===== config.mk =====
export PLATFORM = sky130hd
export DESIGN_NAME = wb_etapa_param
export DESIGN_NICKNAME = d
export VERILOG_FILES = /design/src/rtl/wb_etapa_param.sv
export SDC_FILE = /design/constraint.sdc
export NUM_CORES = 1
export LEC_CHECK = 0
export CAP_MARGIN = 10
export CELL_PAD_IN_SITES_DETAIL_PLACEMENT = 1
export CELL_PAD_IN_SITES_GLOBAL_PLACEMENT = 1
export CORE_MARGIN = 2
export CORE_UTILIZATION = 29
export CTS_BUF_LIST = sky130_fd_sc_hd__clkbuf_4
export CTS_CLUSTER_DIAMETER = 150
export DETAILED_ROUTE_END_ITERATION = 8
export PLACE_DENSITY = 0.87
export SLEW_MARGIN = 20
export SYNTH_ARGS = -nofsm -noshare
export SYNTH_HDL_FRONTEND = slang
export SYNTH_SLANG_ARGS = --single-unit
export TNS_END_PERCENT = 5

===== constraint.sdc =====
create_clock -name clk -period 3.1 [get_ports clk]
set_clock_uncertainty 0.05 [all_clocks]
set_input_delay 0.465 -clock clk [delete_from_list [all_inputs] [get_ports clk]]
set_output_delay 0.465 -clock clk [all_outputs]
set_load 0.02 [all_outputs]

===== src/rtl/wb_etapa_param.sv =====
// Writeback stage: MEM/WB register with valid/stall/flush, result select, sub-word load extraction, r0 write suppression.
// Optional retirement counter (retirados_out) enabled by defining WB_CONTADOR_RETIRO_EN.
module wb_etapa_param #(
  parameter int DATA_W = 32,
  parameter int REG_AW = 5
) (
  input  logic              clk,
  input  logic              reset,
  input  logic              stall_i,
  input  logic              flush_i,
  input  logic              valid_MEM,
  input  logic              reg_escribir_MEM,
  input  logic [1:0]        sel_resultado_MEM,
  input  logic [DATA_W-1:0] resultado_alu_MEM,
  input  logic [DATA_W-1:0] dato_mem_MEM,
  input  logic [DATA_W-1:0] pc_mas4_MEM,
  input  logic [DATA_W-1:0] inmediato_MEM,
  input  logic [1:0]        tam_carga_MEM,
  input  logic              sin_signo_MEM,
  input  logic [$clog2(DATA_W/8)-1:0] byte_off_MEM,
  input  logic [REG_AW-1:0] registro_destino_MEM,
  output logic              reg_write_out,
  output logic [REG_AW-1:0] rd_out,
  output logic [DATA_W-1:0] dato_escribir_out,
  output logic              valid_WB
`ifdef WB_CONTADOR_RETIRO_EN
  ,
  output logic [31:0]       retirados_out
`endif
);

  localparam int OFF_W = $clog2(DATA_W/8);

  logic              validWb_q, validWb_d;
  logic              regWrite_q, regWrite_d;
  logic [REG_AW-1:0] rd_q, rd_d;
  logic [DATA_W-1:0] dato_q, dato_d;

  logic [OFF_W+2:0]  byteShift, halfShift, wordShift;
  logic [DATA_W-1:0] laneVal, cargaRaw, highMask, cargaExt;
  logic              signBit;

  // Sub-word load: shift the addressed lane down to bit 0, then OR in the sign extension mask.
  always_comb begin
    byteShift = {byte_off_MEM, 3'b000};
    halfShift = {byte_off_MEM[OFF_W-1:1], 4'b0000};
    wordShift = '0;
    if (DATA_W == 64) wordShift = (OFF_W+3)'({byte_off_MEM[OFF_W-1], 5'b00000});
    laneVal  = '0;
    cargaRaw = '0;
    highMask = '0;
    signBit  = 1'b0;
    case (tam_carga_MEM)
      2'd0: begin
        laneVal  = dato_mem_MEM >> byteShift;
        cargaRaw = DATA_W'(laneVal[7:0]);
        signBit  = laneVal[7];
        highMask = ~DATA_W'(8'hFF);
      end
      2'd1: begin
        laneVal  = dato_mem_MEM >> halfShift;
        cargaRaw = DATA_W'(laneVal[15:0]);
        signBit  = laneVal[15];
        highMask = ~DATA_W'(16'hFFFF);
      end
      default: begin
        if (DATA_W == 64 && tam_carga_MEM == 2'd3) begin
          cargaRaw = dato_mem_MEM;
        end else begin
          // On a 32-bit bus the mask is all zeros, so word loads never extend.
          laneVal  = dato_mem_MEM >> wordShift;
          cargaRaw = DATA_W'(laneVal[31:0]);
          signBit  = laneVal[31];
          highMask = ~DATA_W'(32'hFFFF_FFFF);
        end
      end
    endcase
    cargaExt = (signBit && !sin_signo_MEM) ? (cargaRaw | highMask) : cargaRaw;
  end

  // Next-state values for a normal load; an empty slot captures all zeros.
  always_comb begin
    validWb_d  = 1'b0;
    regWrite_d = 1'b0;
    rd_d       = '0;
    dato_d     = '0;
    if (valid_MEM) begin
      validWb_d  = 1'b1;
      regWrite_d = reg_escribir_MEM && (registro_destino_MEM != '0);
      rd_d       = registro_destino_MEM;
      case (sel_resultado_MEM)
        2'd0:    dato_d = resultado_alu_MEM;
        2'd1:    dato_d = cargaExt;
        2'd2:    dato_d = pc_mas4_MEM;
        default: dato_d = inmediato_MEM;
      endcase
    end
  end

  always_ff @(posedge clk or posedge reset) begin
    if (reset) begin
      validWb_q  <= 1'b0;
      regWrite_q <= 1'b0;
      rd_q       <= '0;
      dato_q     <= '0;
    end else if (flush_i) begin
      validWb_q  <= 1'b0;
      regWrite_q <= 1'b0;
      rd_q       <= '0;
      dato_q     <= '0;
    end else if (!stall_i) begin
      validWb_q  <= validWb_d;
      regWrite_q <= regWrite_d;
      rd_q       <= rd_d;
      dato_q     <= dato_d;
    end
  end

  assign valid_WB          = validWb_q;
  assign reg_write_out     = regWrite_q;
  assign rd_out            = rd_q;
  assign dato_escribir_out = dato_q;

`ifdef WB_CONTADOR_RETIRO_EN
  logic [31:0] retirados_q;

  // Counts only edges that actually capture a real instruction; wraps naturally.
  always_ff @(posedge clk or posedge reset) begin
    if (reset) begin
      retirados_q <= '0;
    end else if (!flush_i && !stall_i && valid_MEM) begin
      retirados_q <= retirados_q + 32'd1;
    end
  end

  assign retirados_out = retirados_q;
`else
  // This build carries no retirement counter.
`endif

endmodule


* After elaboration in Yosys (flattened, before gate mapping)
Index checks and enable logic that the tools add are counted.
Widths: inputs -> output; s select.
** Cells by class
- Eq/ne operators :: 4
- Shift-type cells :: 2
- Muxes and demuxes :: 17
- Bitwise gates (word level) :: 1
- Reductions and logical operators :: 6
** Operators with widths (count)
- $mux 32 :: 4
- $pmux 32 s2 :: 2
- $pmux 32 s3 :: 1
- $or 32x32->32 :: 1
- $shr 32x5->16 :: 1
- $shr 32x5->8 :: 1
- $mux 5 :: 3
- $mux 1 :: 6
- $reduce_bool 5->1 :: 1
- $eq 2x1->1 const B :: 2
- $logic_not 2->1 :: 2
- $eq 2x2->1 const B :: 1
- $logic_and 1x1->1 :: 2
- $ne 2x1->1 const B :: 1
- $pmux 1 s2 :: 1
- $logic_not 1->1 :: 1
** Word-level totals
- Flip-flop bits (word level) :: 39
- Input bits :: 146
- Output and inout bits :: 39
- Logic and storage cells :: 34

* Longest topological paths before layout
- Depth in word-level cells :: 8
- Gate-level depth with buffers :: 7
- Gate-level depth less buffers :: 4

* Least setup slack after synthesis
No wires, ideal clock.
- Kind :: input to register
- Start :: in flush_i
- End :: reg dato_q[16] (netlist: dato_escribir_out[16])
- Library setup time :: 0.082 ns
- Arrival :: 1.635 ns
- Data required time :: 2.968 ns
- Slack :: 1.333 ns
- Cell stages on the path :: 6
- Path buffers :: 2
- Cell sequence :: or3b_1 buf_6 nor4_4 o311ai_4 buf_6 o211ai_2
** Between the ends
- Longest elaborated chain between the ends :: 1
- Elaborated cells on any way between the ends :: 2
- Those cells by class :: 1 x eq/ne; 1 x mux
** Ends and longest elaborated chain
- start: declaration :: line 10 : input logic flush_i,
- $ne 2x1->1 (no source line) or $mux 32 (tied branches)
- end signal: assignment :: line 115 : dato_q <= dato_d;
- end: declaration :: line 37 : logic [DATA_W-1:0] dato_q, dato_d;
Parallel ways exist; a longest one is shown, timed or not.
A chain may end at the register's enable or synchronous reset.

* Worst setup path after layout
- Start :: in sel_resultado_MEM[0]
- End :: reg dato_q[21] (netlist: dato_escribir_out[21])
** Between the ends
- Longest elaborated chain between the ends :: 5
- Elaborated cells on any way between the ends :: 7
- Those cells by class :: 2 x eq/ne; 4 x mux; 1 x reduce/logical
** Ends and longest elaborated chain
- start: declaration :: line 13 : input logic [1:0] sel_resultado_MEM,
- $eq 2x2->1 (tied with other cells) :: line 91 : case (sel_resultado_MEM)
- $pmux 32 s3 * :: line 91
- $mux 32 * :: line 87 : if (valid_MEM) begin
- $mux 32 * :: line 111 : end else if (!stall_i) begin
- $mux 32 * :: line 106 : end else if (flush_i) begin
Every way passes the cells marked *; elsewhere a longest branch is shown, timed or not. The select of a mux whose other input is x is not followed.

==> qor.csv <==
metric,value,unit
wl,13.4,mm
grtUsageMet2,0.442,
grt_pass1_wl,21.2,mm
grt_util_all_layers,0.241,
async_flop_share,1.00,
yosysMostFrequentCell,a22oi_1,
multiInputGateArea,1880,um2
power.density,271,nW/um2
ys.flop_type,dfrtp_1,
dp.final_hpwl,10.6,mm
dr.first_iter.drc_count,148,
yosysWarnings,0,
holdBufCountCts,0,
tightest_slew,0.914,ns
drtAntennaViolNets,0,
drive_above_1_share,0.112,
setup_tns,0,ns
fin_nets,636,
arrival,2.53,ns
die_x,106,um
start_util,0.295,
rsz0062_at_grt,false,
drtPass1Iterations,4,
numCtsBuffers,5,
met3_usage,0.0421,
path_class,in2reg,
end_kind,flip-flop,
place_congestion,0.860,
n_fill_cell,1169,
cts_tree,done,
vias,3528,
hp-class,reg2reg,
clk_latency,0.35,ns
grt_max_degree,40,
cts_buffer_depth,2,
netlist_area,3010,um2
critPathLaunchType,input pin,
cts_resized,0,
synth.largest_area_cell,dfrtp_1,
avgViaCountPerCell,5.63,
clockRootBuffer,clkbuf_4,
synth_area_per_cell,9.40,um2
min_from,valid_WB$_DFFE_PP0P_,
slowest_delay,0.70,ns
synth_common_cells,"a22oi_1 (42), dfrtp_1 (39), nand2_1 (21), a21oi_1 (19), mux2_2 (18)",
syn_inst,320,
rr_startpoint,dato_escribir_out[13]$_DFFE_PP0P_,
post-route-min-period,2.29,ns
setup-violations-final,0,
ys_seq_area_frac,0.325,
synth_edf_count,0,
timing.final.max_slew_violations,0,
grt_overflow,0,
cts.sinks,39,
max_clock_freq,436,MHz
status,"complete, no violations",
htree_levels,2,
design.core.area,10200,um2
antenna_found_initial,0,
ys_types,38,
ios,185,
syn_nets,466,
synth.area.top_cells,"dfrtp_1 (32%), a22oi_1 (10%), mux2_2 (6.7%), mux2i_1 (5.0%), o211ai_2 (4.2%)",
fp-row-count,37,
clk_pin_slew,0.12,ns
die_area,11200,um2
crit_start,sel_resultado_MEM[0],
worst_slew_margin_rel,0.389,
ys_seq_elements,39,
power.leakage,1.98,nW
layout.area.seq,976,um2
post_drt_wl_per_cell,21.3,um
cp.required,3.34,ns
maxCapViolations,0,
hold_viol,0,
antenna_cells,0,
port_buffers,184,
cts_setup_buffers,0,
synthToLayoutAreaGrowth,66.9,%
synth_top_area_frac,0.325,
finalCritPeriodShare,0.740,
drc,0,
top_usage_layer,met2,
path_max_fanout,24,
crit_slowest_cell,and3_1,
grtUsageMet1,0.285,
worstPathCellList,buf_2 > nor2b_1 > and3_1 > a22oi_1 > o211ai_2,
die_y,106,um
final_util,0.493,
vdd_ir_drop_max,0.121,mV
grt_pass1_vias,3962,
cells by family (layout without fill, tap and decap cells):
family,Yosys count,count (layout),synth area share
compound gates,149,149,0.383
buf+inv,35,206,0.0545
flops,39,39,0.325
mux,33,33,0.117
simple gates,64,64,0.120
cells in the final DEF (no fill, tap or decap), types with 2 or more instances in the layout:
master           instances
clkbuf_4                 7
or3b_1                   7
dfrtp_1                 39
o2111ai_1                5
clkdlybuf4s50_1        182
buf_2                    2
a21o_1                   2
a2111oi_0                4
inv_2                    2
o21ai_0                 10
a22o_1                   8
o221ai_1                 3
nor2_1                   7
and3_1                   5
inv_1                    2
mux2_2                  18
o211ai_2                10
nor2b_1                 12
a2bb2oi_1               10
buf_4                    9
nor3_1                   4
a221oi_1                 3
nand2b_1                 2
mux2i_1                 15
a21oi_1                 19
o211ai_1                13
nand2_1                 21
o211a_1                  2
o21ai_1                 11
a32o_1                   4
a22oi_1                 42
per-layer routing:
layer  part of all wire  vias to the layer above
met5                  0                        -
met4              0.025                        0
met3              0.047                       22
met2               0.52                      128
met1               0.41                     1768
li1                   -                     1610
final timing paths:
check	depth (start not counted)	slack [ns]	to
min reg2reg	2	0.46	valid_WB$_DFFE_PP0P_
min	2	0.46	valid_WB$_DFFE_PP0P_
max	5	0.81	dato_escribir_out[21]$_DFFE_PP0P_
max reg2reg	3	2.03	dato_escribir_out[13]$_DFFE_PP0P_
max in group asynchronous	2	1.90	dato_escribir_out[12]$_DFFE_PP0P_
min in group asynchronous	2	0.54	dato_escribir_out[19]$_DFFE_PP0P_
flip-flops by register name, summed over array words and instances, names as in the netlist:
signal and flops:
rd_out 5, reg_write_out 1, dato_escribir_out 32, valid_WB 1
worst max-delay path, delay by kind of cell:
kind | cells | cell delay [ns]
AND/OR/NAND/NOR | 2 | 1.20
AO/OA/AOI/OAI | 2 | 0.34
buffers and inverters | 1 | 0.50
per-stage QoR:
stage	setup WS (ns)	std cells	cell area, um2	power [mW]	hold slack [ns]
detailed placement	0.464	619	4960	1.09	0.433
global placement	0.597	619	4960	1.07	0.411
finish	0.805	627	5020	1.36	0.459
global route	0.735	627	5020	1.43	0.479
floorplan	1.33	320	3010	0.776	0.541
CTS	0.843	627	5020	1.37	0.462
area by class of cell:
class,instances,share of cell area
timing repair buffer,194,0.383
clock inverter,1,0.000998
inverter,4,0.00299
clock buffer,7,0.0105
multi-input combinational,246,0.375
tap,136,0.0339
sequential,39,0.195
power by group:
part | internal [mW] | leakage (nW) | switching, mW
Sequential | 0.531 | 0.533 | 0.0148
Clock | 0.106 | 0.0361 | 0.178
Combinational | 0.299 | 1.41 | 0.234
Power figures use the tool's default switching activity.
==> variant 1, RTL diff (same flow settings) <==
`DATA_W`: 32 -> 64.
--- a/src/rtl/wb_etapa_param.sv
+++ b/src/rtl/wb_etapa_param.sv
@@ -3,3 +3,3 @@
 module wb_etapa_param #(
-  parameter int DATA_W = 32,
+  parameter int DATA_W = 64,
   parameter int REG_AW = 5
Interface: changed (6 resized); port bits go from 185 to 346. The function was not compared with the original's and may differ.
==> variant 1 against the unedited design <==
- cell area up 100%
- area after synthesis up 110%
- clock power up 93%
- die area up 110%
- worst setup slack worse by 0.17 ns
- power up 100%
- synthesized cell count up 150%
- worst hold slack worse by 0.10 ns
- critical path type unchanged
- maximum frequency down 6.8%
- routed wire length up 140%
- via count up 120%
- final cell count up 120%
- sequential cell count up 32
==> variant 1: results <==
{
  "grt_pass1_wl_um": 47400,
  "buf_share": 0.362,
  "ff_latch_area_um2": 1780,
  "nClkBuffers": 10,
  "syn_nets": 1060,
  "buffers": 371,
  "drive_gt1_frac": 0.0933,
  "timing.rr.start": "dato_escribir_out[16]",
  "synthCells": 785,
  "antennaDiodeCount": 3,
  "track_usage": 0.274,
  "outcome": "finished, final reports clean",
  "comb.multi_input.count": 632,
  "multiInputGateArea_um2": 4250,
  "grt_pass1_vias": 8007,
  "nets": 1363,
  "switchingPower_uw": 957,
  "wl_met2_um": 16000,
  "p_clk_frac": 0.201,
  "holdWs_ns": 0.356,
  "synthTopCellsByArea": "dfrtp_1, nand2_1, mux2i_1",
  "numCtsBuffers": 9,
  "r2r_cells": 1,
  "n_fill_cell": 2603,
  "wl_met1_um": 13000,
  "portBuffers": 345,
  "path_clk_slew_ns": 0.14,
  "dp_hpwl_um": 25500,
  "antenna_found_initial": 5,
  "hp-class": "input port to async pin",
  "synth_cell_types": 36,
  "dr.max_layer_used": "met5",
  "slew_headroom": 0.321,
  "p_comb_uw": 1170,
  "routed-wl-met3_um": 2400,
  "final-clk-cell-share": 0.0109,
  "rrSetupSlack_ns": 2.20,
  "synth_seq_cells": 71,
  "total_leakage_power_uw": 0.00427,
  "met1_usage": 0.340,
  "synth_top_cells_by_count": "nand2_1, o21ai_0, dfrtp_1",
  "regToRegEndpoint": "dato_escribir_out[16]",
  "max_stage_delay_ns": 0.64,
  "wl_per_cell_um": 23.5
}
[variant 1: cell count changes after synthesis, moves of 18 or more]
cell | unedited run | this run
nand2_1 | 21 | 183
o21ai_0 | 10 | 73
mux2i_1 | 15 | 57
clkbuf_1 | 15 | 53
nor2_1 | 7 | 40
dfrtp_1 | 39 | 71
nand3_1 | 0 | 32
o31ai_1 | 0 | 32
mux4_2 | 0 | 22
a22o_1 | 8 | 29
a31oi_1 | 0 | 19
a221o_1 | 0 | 18
[variant 1: cell families (layout without fill, tap and decap cells)]
family	count (synthesis)	after routing	share of synthesized area
AOI/OAI and AO/OA	253	253	0.271
other	0	3	0
and+or+nand+nor	273	273	0.178
muxes	106	106	0.216
buffers and inverters	82	390	0.0542
DFF	71	71	0.281
==> variant 2, RTL diff (config.mk and constraints unchanged) <==
Made on the original files. Add a define of `WB_CONTADOR_RETIRO_EN`.
--- a/src/rtl/wb_etapa_param.sv
+++ b/src/rtl/wb_etapa_param.sv
@@ -2,2 +2,4 @@
 // Optional retirement counter (retirados_out) enabled by defining WB_CONTADOR_RETIRO_EN.
+`define WB_CONTADOR_RETIRO_EN
+
 module wb_etapa_param #(
Behaviour (old outputs only; new: retirados_out): unchanged (equiv_simple and equiv_induct, registers matched by name and starting in step).
==> variant 2 against the unedited design <==
- maximum frequency is 3.8% lower
- routed wire length rose by 38%
- area after synthesis is 46% higher
- first-iteration DRC count is 150% higher
- die area increased by 44%
- cell area grew 38%
- synthesized cell count increased by 36%
- worst setup slack got worse by 0.090 ns
- clock power is 120% higher
- non-clock buffer count grew 41
- global-route usage is 1.2 points lower
- power grew 76%
- sequential cell count is 32 higher
- highest routed layer unchanged
==> variant 2: results <==
{
  "outcome": "finished, final reports clean",
  "timing.rr.start": "retirados_out[0]",
  "hp-class": "input port to async pin",
  "r2r_cells": 5,
  "dr.pass1.iters": 5,
  "nets": 794,
  "dp_hpwl_um": 14500,
  "place_inst": 820,
  "holdWs_ns": 0.359,
  "synth_cell_types": 47,
  "p_per_area_nw_per_um2": 345,
  "grt_pass1_vias": 5107,
  "wl_per_cell_um": 22.1,
  "dpl_worst_slack_ns": 0.266,
  "cp.arrival_ns": 2.72,
  "ys_seq_area_frac": 0.405,
  "track_usage": 0.229,
  "synth-xor-area-share": 0.0618,
  "synth_top_cells_by_count": "dfrtp_1, nand2_1, a22o_1",
  "portBuffers": 216,
  "grt_max_degree": 42,
  "syn_nets": 582,
  "cpMaxStageDelayCell": "or4_1",
  "pg_clk_uw": 631,
  "postPlaceCellArea_um2": 6790,
  "clock_latency_ns": 0.47,
  "synth_compound_area_frac": 0.206,
  "fin_cells": 837,
  "slew_headroom": 0.419,
  "max_stage_delay_ns": 0.74,
  "num_vias": 4702,
  "critPathTopFamily": "simple AND/OR/NAND/NOR gates",
  "antenna_found_initial": 1,
  "drive_gt1_frac": 0.112,
  "synthAdderAreaFrac": 0.00285,
  "drt-initial-drc-count": 369,
  "synthMuxAreaShare": 0.116,
  "grt_pass1_wl_um": 28600,
  "path_clk_slew_ns": 0.14,
  "regToRegEndpoint": "retirados_out[24]",
  "place_congestion": 0.920,
  "crit_fanout": 8,
  "ir_drop_uv": 191,
  "numCtsBuffers": 9,
  "seqPwrFrac": 0.437,
  "total_leakage_power_uw": 0.00291,
  "rrSetupSlack_ns": 0.90,
  "cts-htree-levels": 3
}
-- variant 2: changes by cell type after synthesis, moves of 11 or more --
| cell | unedited run | this run |
|---|---|---|
| a222oi_1 | 0 | 19 |
| a22o_1 | 8 | 29 |
| a22oi_1 | 42 | 8 |
| dfrtp_1 | 39 | 71 |
| nand2_1 | 21 | 54 |
| xnor2_1 | 0 | 20 |
| xor2_1 | 0 | 11 |
-- variant 2: how the worst max path moves through the flow --
stage	slack (ns)	from	endpoint
5_1_grt	0.70	flush_i	retirados_out[22]
3_5_place_dp	0.27	flush_i	retirados_out[24]
4_1_cts	0.76	flush_i	retirados_out[24]
2_1_floorplan	0.79	reset	dato_escribir_out[0]
3_3_place_gp	0.37	flush_i	retirados_out[24]
6_report	0.72	flush_i	retirados_out[24]
-- variant 2: per-layer routing --
metal,up-vias,wire length (µm),global-route usage
met5,-,0,0
met3,28,1380,0.0603
met4,0,357,0.0685
met2,220,9490,0.417
li1,2103,-,-
met1,2351,7270,0.264
-- variant 2: area by class of cell --
class	count	area, µm²
Antenna cell	1	2.50
Clock buffer	10	75.1
Clock inverter	6	60.1
Fill cell	1621	7710
Inverter	8	31.3
Multi-Input combinational cell	322	2460
Sequential cell	71	1780
Tap cell	184	230
Timing Repair Buffer	235	2290
-- variant 2: cell families (layout without fill, tap and decap cells) --
| kind of cell | Yosys count | count (layout) |
|---|---|---|
| simple gates | 137 | 137 |
| compound gates | 111 | 111 |
| flops | 71 | 71 |
| mux | 42 | 42 |
| buf+inv | 42 | 259 |
| xor+xnor | 31 | 31 |
| fa+ha+maj | 1 | 1 |
| other cells | 0 | 1 |
